File: src/rtl/ex_unit_controller.sv
// Execute-stage dispatcher: starts one multicycle functional unit per op,
// tracks its completion or flush, and measures the op's latency.
module ex_unit_controller #(
   parameter int unsigned COUNTER_WIDTH = 16
) (
   input  logic                     clk,
   input  logic                     rst,
   input  logic                     opValid,
   input  logic [2:0]               exUnitType,
   input  logic                     flush,
   output logic [4:0]               unitEnable,
   input  logic [4:0]               unitDone,
   output logic [4:0]               unitFlush,
   output logic                     stall,
   output logic                     opDone,
   output logic                     unknownUnit,
   output logic [COUNTER_WIDTH-1:0] cycleCount
);

   localparam int unsigned NumUnits = 5;

   typedef enum logic [1:0] {
      IDLE  = 2'd0,
      EXEC  = 2'd1,
      DRAIN = 2'd2,
      DONE  = 2'd3
   } state_t;

   state_t              state;
   state_t              stateNext;
   logic [NumUnits-1:0] opMask;
   logic [NumUnits-1:0] acceptMask;
   logic                firstExec;
   logic                legalType;
   logic                selDone;
   logic                accept;
   logic                flushReq;

   assign legalType  = (exUnitType != 3'd0) && (exUnitType <= 3'd5);
   assign acceptMask = NumUnits'(5'd1 << (exUnitType - 3'd1));
   // Completion is only honoured from the selected unit, and never in the enable cycle
   assign selDone    = (|(unitDone & opMask)) && !firstExec;

   // Next-state and combinational outputs
   always_comb begin
      stateNext   = state;
      accept      = 1'b0;
      flushReq    = 1'b0;
      case (state)
         IDLE: begin
            if (opValid && legalType && !flush) begin
               accept    = 1'b1;
               stateNext = EXEC;
            end
         end
         EXEC: begin
            if (flush) begin
               if (selDone) begin
                  stateNext = IDLE;
               end else begin
                  flushReq  = 1'b1;
                  stateNext = DRAIN;
               end
            end else if (selDone) begin
               stateNext = DONE;
            end
         end
         DRAIN: begin
            if (|(unitDone & opMask)) begin
               stateNext = IDLE;
            end
         end
         DONE: begin
            stateNext = IDLE;
         end
         default: begin
            stateNext = IDLE;
         end
      endcase
      stall       = rst && (accept || (state == EXEC) || (state == DRAIN));
      unknownUnit = rst && (state == IDLE) && opValid && (exUnitType > 3'd5);
      opDone      = (state == DONE) && !flush;
   end

   // State, registered pulses and saturating latency counter
   always_ff @(posedge clk) begin
      if (!rst) begin
         state      <= IDLE;
         opMask     <= '0;
         firstExec  <= 1'b0;
         unitEnable <= '0;
         unitFlush  <= '0;
         cycleCount <= '0;
      end else begin
         state      <= stateNext;
         firstExec  <= accept;
         unitEnable <= accept ? acceptMask : '0;
         unitFlush  <= flushReq ? opMask : '0;
         if (accept) begin
            opMask     <= acceptMask;
            cycleCount <= '0;
         end else if ((state == EXEC) && (cycleCount != '1)) begin
            cycleCount <= cycleCount + COUNTER_WIDTH'(1);
         end
      end
   end

endmodule

File: config.mk
export PLATFORM = sky130hd
export DESIGN_NAME = ex_unit_controller
export DESIGN_NICKNAME = d
export VERILOG_FILES = /design/src/rtl/ex_unit_controller.sv
export SDC_FILE = /design/constraint.sdc
export NUM_CORES = 1
export LEC_CHECK = 0
export CAP_MARGIN = 0
export CORE_UTILIZATION = 45
export CTS_BUF_LIST = sky130_fd_sc_hd__clkbuf_16
export DETAILED_ROUTE_END_ITERATION = 16
export PLACE_DENSITY_LB_ADDON = 0.3
export SLEW_MARGIN = 40
export SYNTH_ARGS = -nofsm -noshare
export SYNTH_HDL_FRONTEND = slang
export SYNTH_SLANG_ARGS = --single-unit
export TNS_END_PERCENT = 30
File: constraint.sdc
create_clock -name clk -period 6.2 [get_ports clk]
set_clock_uncertainty 0.2 [all_clocks]
set_input_delay 1.24 -clock clk [delete_from_list [all_inputs] [get_ports clk]]
set_output_delay 1.24 -clock clk [all_outputs]
set_load 0.02 [all_outputs]
### Word level (Yosys, flattened, before mapping)

Cells that the tools add are included.

| cells by class | value |
|---|---|
| multiplexer cells | 11 |
| magnitude comparators | 2 |
| reduce and logical (&&, ||, !) cells | 21 |
| shift-type cells | 1 |
| equality and inequality tests | 7 |
| bitwise logic cells | 2 |
| add/subtract/negate cells | 2 |

Operators with widths:

| kind | count |
|---|---|
| adder 16 x 1 -> 16 bit, second input constant | 1 |
| != test 16 bit, second input constant | 1 |
| logical AND 1 bit | 10 |
| two-way mux 2 bit | 5 |
| one-hot mux 2 bit (4 select lines) | 1 |
| AND 5 bit | 1 |
| two-way mux 1 bit | 5 |
| OR reduction 5 bit | 1 |
| left shift 1 x 3 -> 5 bit, first input constant | 1 |
| == test 2 bit, second input constant | 2 |
| != test 2 bit, second input constant | 2 |
| AND reduction 2 bit | 2 |
| greater-than comparator 3 bit, second input constant | 1 |
| <= comparator 3 bit, second input constant | 1 |
| != test 3 bit, second input constant | 1 |
| AND reduction 3 bit | 1 |
| nonzero test 3 bit | 1 |
| subtractor 3 x 1 -> 3 bit, second input constant | 1 |
| == test 2 x 1 -> 1 bit, second input constant | 1 |
| zero test 1 bit | 2 |
| zero test 2 bit | 1 |
| logical OR 1 bit | 2 |
| OR reduction 2 bit | 1 |
| inverter 1 bit | 1 |

| word-level totals | value |
|---|---|
| output and inout bits | 29 |
| register bits | 34 |
| logic and storage cells | 52 |

### Longest topological paths before layout

| logic depth | value |
|---|---|
| word-level depth | 9 |
| gate-level depth with buffers | 6 |

### Least setup slack after synthesis

Ideal clock, no wire load.

| path | value |
|---|---|
| kind | input to output |
| start point | in opValid |
| end point | out stall |
| required time | 4.760 ns |
| stages | 3 |
| path slack | 2.749 ns |
| arrival time | 2.011 ns |
| buffers on the path | 0 |
| cell sequence | nor2b_1 > nand3_1 > a21oi_1 |

| on the way | value |
|---|---|
| cells in the longest elaborated chain, start to end | 7 |

RTL lines:

| what | line | source |
|---|---|---|
| from (decl) | 8 | `input logic opValid,` |
| logical AND 1 bit (2 in a row) | 51 | `if (opValid && legalType && !flush) begin` |
| two-way mux 1 bit | 51 |  |
| two-way mux 1 bit | 49 | `case (state)` |
| logical OR 1 bit (2 in a row) | 80 | `stall = rst && (accept \|\| (state == EXEC) \|\| (state == DRAIN));` |
| logical AND 1 bit | 80 |  |
| to (decl) | 14 | `output logic stall,` |

No other way between the ends.

### Worst setup path in the final report

| path | value |
|---|---|
| start point | in flush |
| end point | out stall |

| on the way | value |
|---|---|
| cells in the longest elaborated chain, start to end | 7 |

RTL lines:

| what | line | source |
|---|---|---|
| from (decl) | 10 | `input logic flush,` |
| zero test 1 bit | 51 |  |
| logical AND 1 bit | 51 |  |
| two-way mux 1 bit | 51 |  |
| two-way mux 1 bit | 49 |  |
| logical OR 1 bit (2 in a row) | 80 |  |
| logical AND 1 bit | 80 |  |

No other way between the ends.

==> flow_summary.json <==
{
  "status": "complete, no violations",
  "r2r_slack_ns": 4.05,
  "maxSlewViolCount": 0,
  "ys_ff_latch": 34,
  "tightest_slew_ns": 0.583,
  "start_util_pct": 49.3,
  "r2r-end": "cycleCount[14]$_SDFFE_PP0P_",
  "numPortBuffers": 40,
  "setup_viol": 0,
  "maxSlewHeadroom_pct": 60.7,
  "hpwl_um": 2680,
  "grt_pass1_wl_um": 6120,
  "n_antenna_cell": 0,
  "cts_buffers": 5,
  "drc_errors": 0,
  "layout_common_cells": "40 x clkdlybuf4s50_1, 34 x dfxtp_1, 15 x nand2_1",
  "placed_area_um2": 1970,
  "fmax_mhz": 220,
  "min_to": "opMask[2]$_SDFFE_PN0P_",
  "synth_seq_area_share_pct": 43.8,
  "maxCapViolations": 0,
  "clkTransAtPathRegs_ns": 0.05,
  "syn-num-nets": 181,
  "hold_depth": 1,
  "top_level_ports": 41,
  "cp-start-kind": "input port",
  "grt_use_total_pct": 22.4,
  "rr_startpoint": "cycleCount[0]$_SDFFE_PP0P_",
  "globalplace.congestion": 0.836,
  "wire_per_inst_um": 14.5,
  "hold_path.class": "reg2reg",
  "rsz0062_at_grt": "no",
  "holdWs_ns": 0.282,
  "grt_overflow": 0,
  "drive_above_1_share_pct": 7.11,
  "cts.sinks": 34,
  "cts_setup_buffers": 0,
  "rr_worst_depth": 5,
  "critPathMaxFanout": 7,
  "min_period_over_period_pct": 73.5,
  "path_class": "in2out",
  "required_ns": 4.76,
  "synth_cell_types": 48,
  "arrival_ns": 3.11,
  "design.die.area_um2": 3690,
  "cts_buffer_depth": 2,
  "cts.repair.resized": 0,
  "insertion_delay_ns": 0.27,
  "htree_levels": 2,
  "holdBufCountCts": 0,
  "syn_inst": 168,
  "min-delay-start": "opMask[2]$_SDFFE_PN0P_",
  "peakVddDrop_mv": 0.198,
  "antenna_found_initial": 0,
  "wirelength_um": 3710,
  "grt_max_degree": 16,
  "core_um2": 3150,
  "vias": 1491,
  "drt_iter0_drc": 97,
  "syn_area_um2": 1550,
  "critPathCaptureType": "output pin",
  "p_per_area_nw_per_um2": 262,
  "pre_cts_ws_ns": 1.69,
  "nNetsFinal": 223,
  "hold_violations": 0,
  "die_w_um": 60.8,
  "fin_ws_ns": 1.65,
  "post-route-util_pct": 68.8,
  "via_per_inst": 5.85,
  "synth.avg_cell_area_um2": 9.25,
  "fin_crit_ns": 4.55,
  "power_leakage_nw": 0.815,
  "design_area_um2": 2170,
  "fin_tns_setup_ns": 0,
  "ant_nets": 0,
  "synthArstFlopShare_pct": 0,
  "final_common_cell": "clkdlybuf4s50_1",
  "first_pass_iters": 4,
  "row_count": 20,
  "chipHeight_um": 60.8,
  "ys.warnings.count": 0,
  "synthFlopType": "dfxtp_1",
  "area_growth_syn_to_layout_pct": 39.5,
  "cts_tree": "yes",
  "synth_edf_count": 0,
  "cts-root-buf": "clkbuf_16",
  "grt_pass1_vias": 1396
}
==> cells in the mapped netlist, types with 3 or more instances <==
cell / number / area share [%]
a211oi_1: 4 / 1.9
a21o_1: 4 / 1.9
a21oi_1: 11 / 3.5
a41o_1: 3 / 1.9
and2_1: 5 / 2.0
dfxtp_1: 34 / 44
nand2_1: 15 / 3.6
nand2b_1: 3 / 1.2
nand3_1: 6 / 1.9
nand4_1: 4 / 1.6
nor2_1: 12 / 2.9
nor2b_1: 3 / 1.2
nor3_1: 3 / 0.97
nor3b_1: 3 / 1.4
nor4_1: 5 / 2.0
o21ai_0: 8 / 2.6
or3_1: 8 / 3.2
==> worst max-delay path, cell delays in order <==
cell and delay, ns:
clkdlybuf4s50_1 0.51, nor2b_1 0.33, nand3_1 0.22, a21oi_1 0.19
clkdlybuf4s50_1 0.63
==> final cells by class <==
| type | instances | area, um2 |
|---|---|---|
| tap | 44 | 55.1 |
| multi-input combinational | 127 | 836 |
| clock buffer | 5 | 125 |
| sequential | 34 | 681 |
| inverter | 2 | 7.51 |
| timing repair buffer | 40 | 400 |
| fill | 264 | 985 |
| clock inverter | 3 | 63.8 |
==> flip-flops by register name, indices dropped and copies added (netlist names) <==
name,count
cycleCount,16
firstExec,1
opMask,5
state,2
unitEnable,5
unitFlush,5
==> cells by family after synthesis <==
logic type      count (synthesis)  synth area share (%)
simple gates                   80                  30.4
compound gates                 45                  20.9
buf+inv                         7                  3.38
flops                          34                  43.8
fa+ha+maj                       1                 0.805
mux                             1                 0.644
==> report_power, final <==
| part | total, mW | leakage (nW) | switching (mW) | internal [mW] |
|---|---|---|---|---|
| combinational | 0.0301 | 0.449 | 0.0161 | 0.0140 |
| clock | 0.315 | 0.0915 | 0.0862 | 0.229 |
| sequential | 0.224 | 0.274 | 0.00286 | 0.221 |
==> layer usage <==
metal  GRT usage, %  part of all wire, %  vias up
li1               -                    -      734
met1           29.0                   44      709
met2           36.9                   50       44
met3           4.48                  5.2        4
met4           8.44                  1.1        0
met5              0                    0        -
==> stage by stage <==
step	total power [mW]	std cells
6_report	0.569	255
5_1_grt	0.586	255
4_1_cts	0.573	255
3_5_place_dp	0.258	247
3_3_place_gp	0.256	247
2_1_floorplan	0.244	168
==> worst max-delay path by stage <==
stage / from / cells after the start / slack, ns / endpoint
floorplan: opValid / 3 / 2.75 / stall
global placement: flush / 5 / 1.79 / stall
detailed placement: flush / 5 / 1.69 / stall
CTS: flush / 5 / 1.69 / stall
global route: flush / 5 / 1.57 / stall
finish: flush / 5 / 1.65 / stall
No activity file was read; power rests on OpenSTA's default activity.
==> RTL edit, RTL diff (same settings) <==
Re-encode `state_t` (4 states) as one-hot, 4 bits wide.
--- a/src/rtl/ex_unit_controller.sv
+++ b/src/rtl/ex_unit_controller.sv
@@ -20,9 +20,9 @@
    localparam int unsigned NumUnits = 5;
 
-   typedef enum logic [1:0] {
-      IDLE  = 2'd0,
-      EXEC  = 2'd1,
-      DRAIN = 2'd2,
-      DONE  = 2'd3
+   typedef enum logic [3:0] {
+      IDLE  = 4'b0001,
+      EXEC  = 4'b0010,
+      DRAIN = 4'b0100,
+      DONE  = 4'b1000
    } state_t;
 
Function: no difference found for any inputs over 10 cycles, from zero or initial values and one cycle with rst low; not proved beyond that.
==> RTL edit against the original RTL <==
First-iteration DRC count up 6.2%. Routed wire length up 3.8%. Synthesized cell count up 17%. Total power down 3.5%. Area after synthesis up 11%. Setup slack worse by 0.12 ns. Combinational power up 14%. Maximum frequency down 2.5%. Sequential cell count up 2. Sequential power up 5%. Cell area up 7.2%.
==> RTL edit: results (changes against the original RTL) <==
run status=complete, no violations; leakage=0.782 nW (-4.0%); pre-CTS setup slack=1.53 ns (-0.161 ns); Layout fillers=324 (+23%); sequential fraction of the synthesis area=41.7% (-2.1 points); largest cells by area after synthesis=dfxtp_1 42%, nand2_1 5.7%, a21oi_1 3.8%; Final Cycle Share=75.3% (+1.9 points); GRT Total Usage=20.4% (-2.0 points); detailed-route wire length per cell=13.6 µm (-6.8%); Critical Path Max Stage Delay=0.55 ns (-0.08 ns); gp weighted congestion=0.886 (+6.0%); Worst Path Arrival=3.23 ns (+0.12 ns); post-detail-place hpwl=2.81 mm (+4.7%); vias in the first global route=1,373 (-1.6%); Net Count, Synth=210 (+16%); first-pass GRT wire length=6.45 mm (+5.4%); Final #Nets=248 (+11%); number of distinct library cells after synthesis=50 (+4.2%); P_int=0.437 mW (-5.8%); flop-to-flop setup slack=3.81 ns (-0.24 ns); pin count of the biggest net entering global routing=16 (unchanged); top post-synthesis cells by count=36 x dfxtp_1, 26 x nand2_1, 13 x a21oi_1; drt pass-1 iters=5 (+1); number of DRC markers in iteration 0=103 (+6.2%); Crit Path Max Fanout=10 (+3); worst relative slew slack=56.1% (-4.7 points); Hold WS=0.270 ns (-0.0117 ns); Peak supply drop=0.147 mV (-26%); Skew-Pair Late Insertion Delay=0.28 ns
[RTL edit: cell types whose count changed after synthesis, moves of 4 or more]
cell	change
mux2i_1	+5
inv_1	+4
a21o_1	-4
nor2_1	-5
o21ai_0	-7
nand2_1	+11
o31ai_1	+4
or3_1	-5
nand3_1	+4
[RTL edit: area by class of cell]
cell class / count / area share (%)
inverters: 6 / 0.969
repair buffers: 41 / 17.5
clock inverters: 3 / 1.67
flip-flops and latches: 36 / 31.0
clock buffers: 5 / 5.38
multi-input cells: 145 / 40.9
well taps: 48 / 2.58
[RTL edit: path summary, 6_finish.rpt]
path	startpoint	endpoint	cells past startpoint
worst max-delay path	exUnitType[1]	stall	6
worst min-delay path	opMask[4]	opMask[4]	2
worst min register to register	opMask[4]	opMask[4]	2
worst max register to register	state[1]	cycleCount[8]	4
[RTL edit: cells by family (layout without fill, tap and decap cells)]
logic type,after synthesis,count (layout),synth area share [%]
and+or+nand+nor,98,98,33.3
xor gates and xnor gates,1,1,0.507
DFF,36,36,41.7
adders and majority gates,1,1,0.725
muxes,6,6,3.48
AOI/OAI and AO/OA,39,39,15.6
buffers and inverters,16,55,4.64
[RTL edit: stage by stage]
stage               cells  instance area (µm²)
floorplan             197                 1730
global placement      276                 2140
detailed placement    276                 2160
CTS                   284                 2320
global route          284                 2320
finish                284                 2320
[RTL edit: power groups by stage]
stage	logic, mW	clock network [mW]	registers (mW)
detailed placement	0.0338	0	0.241
global route	0.0376	0.293	0.236
global placement	0.0332	0	0.241
CTS	0.0341	0.282	0.236
floorplan	0.0212	0	0.241
finish	0.0343	0.278	0.236
[RTL edit: routing by layer]
metal,track usage [%],vias up,share of wire (%)
li1,-,823,-
met5,0,-,0
met3,3.75,6,3.8
met1,28.9,749,49
met2,30.2,37,45
met4,8.52,0,1.6
[RTL edit: critical path: cells and delay by family]
family,cells,cell delay [ns]
buffers and inverters,2,1.10
AND/OR/NAND/NOR,3,0.73
AO/OA/AOI/OAI,1,0.16
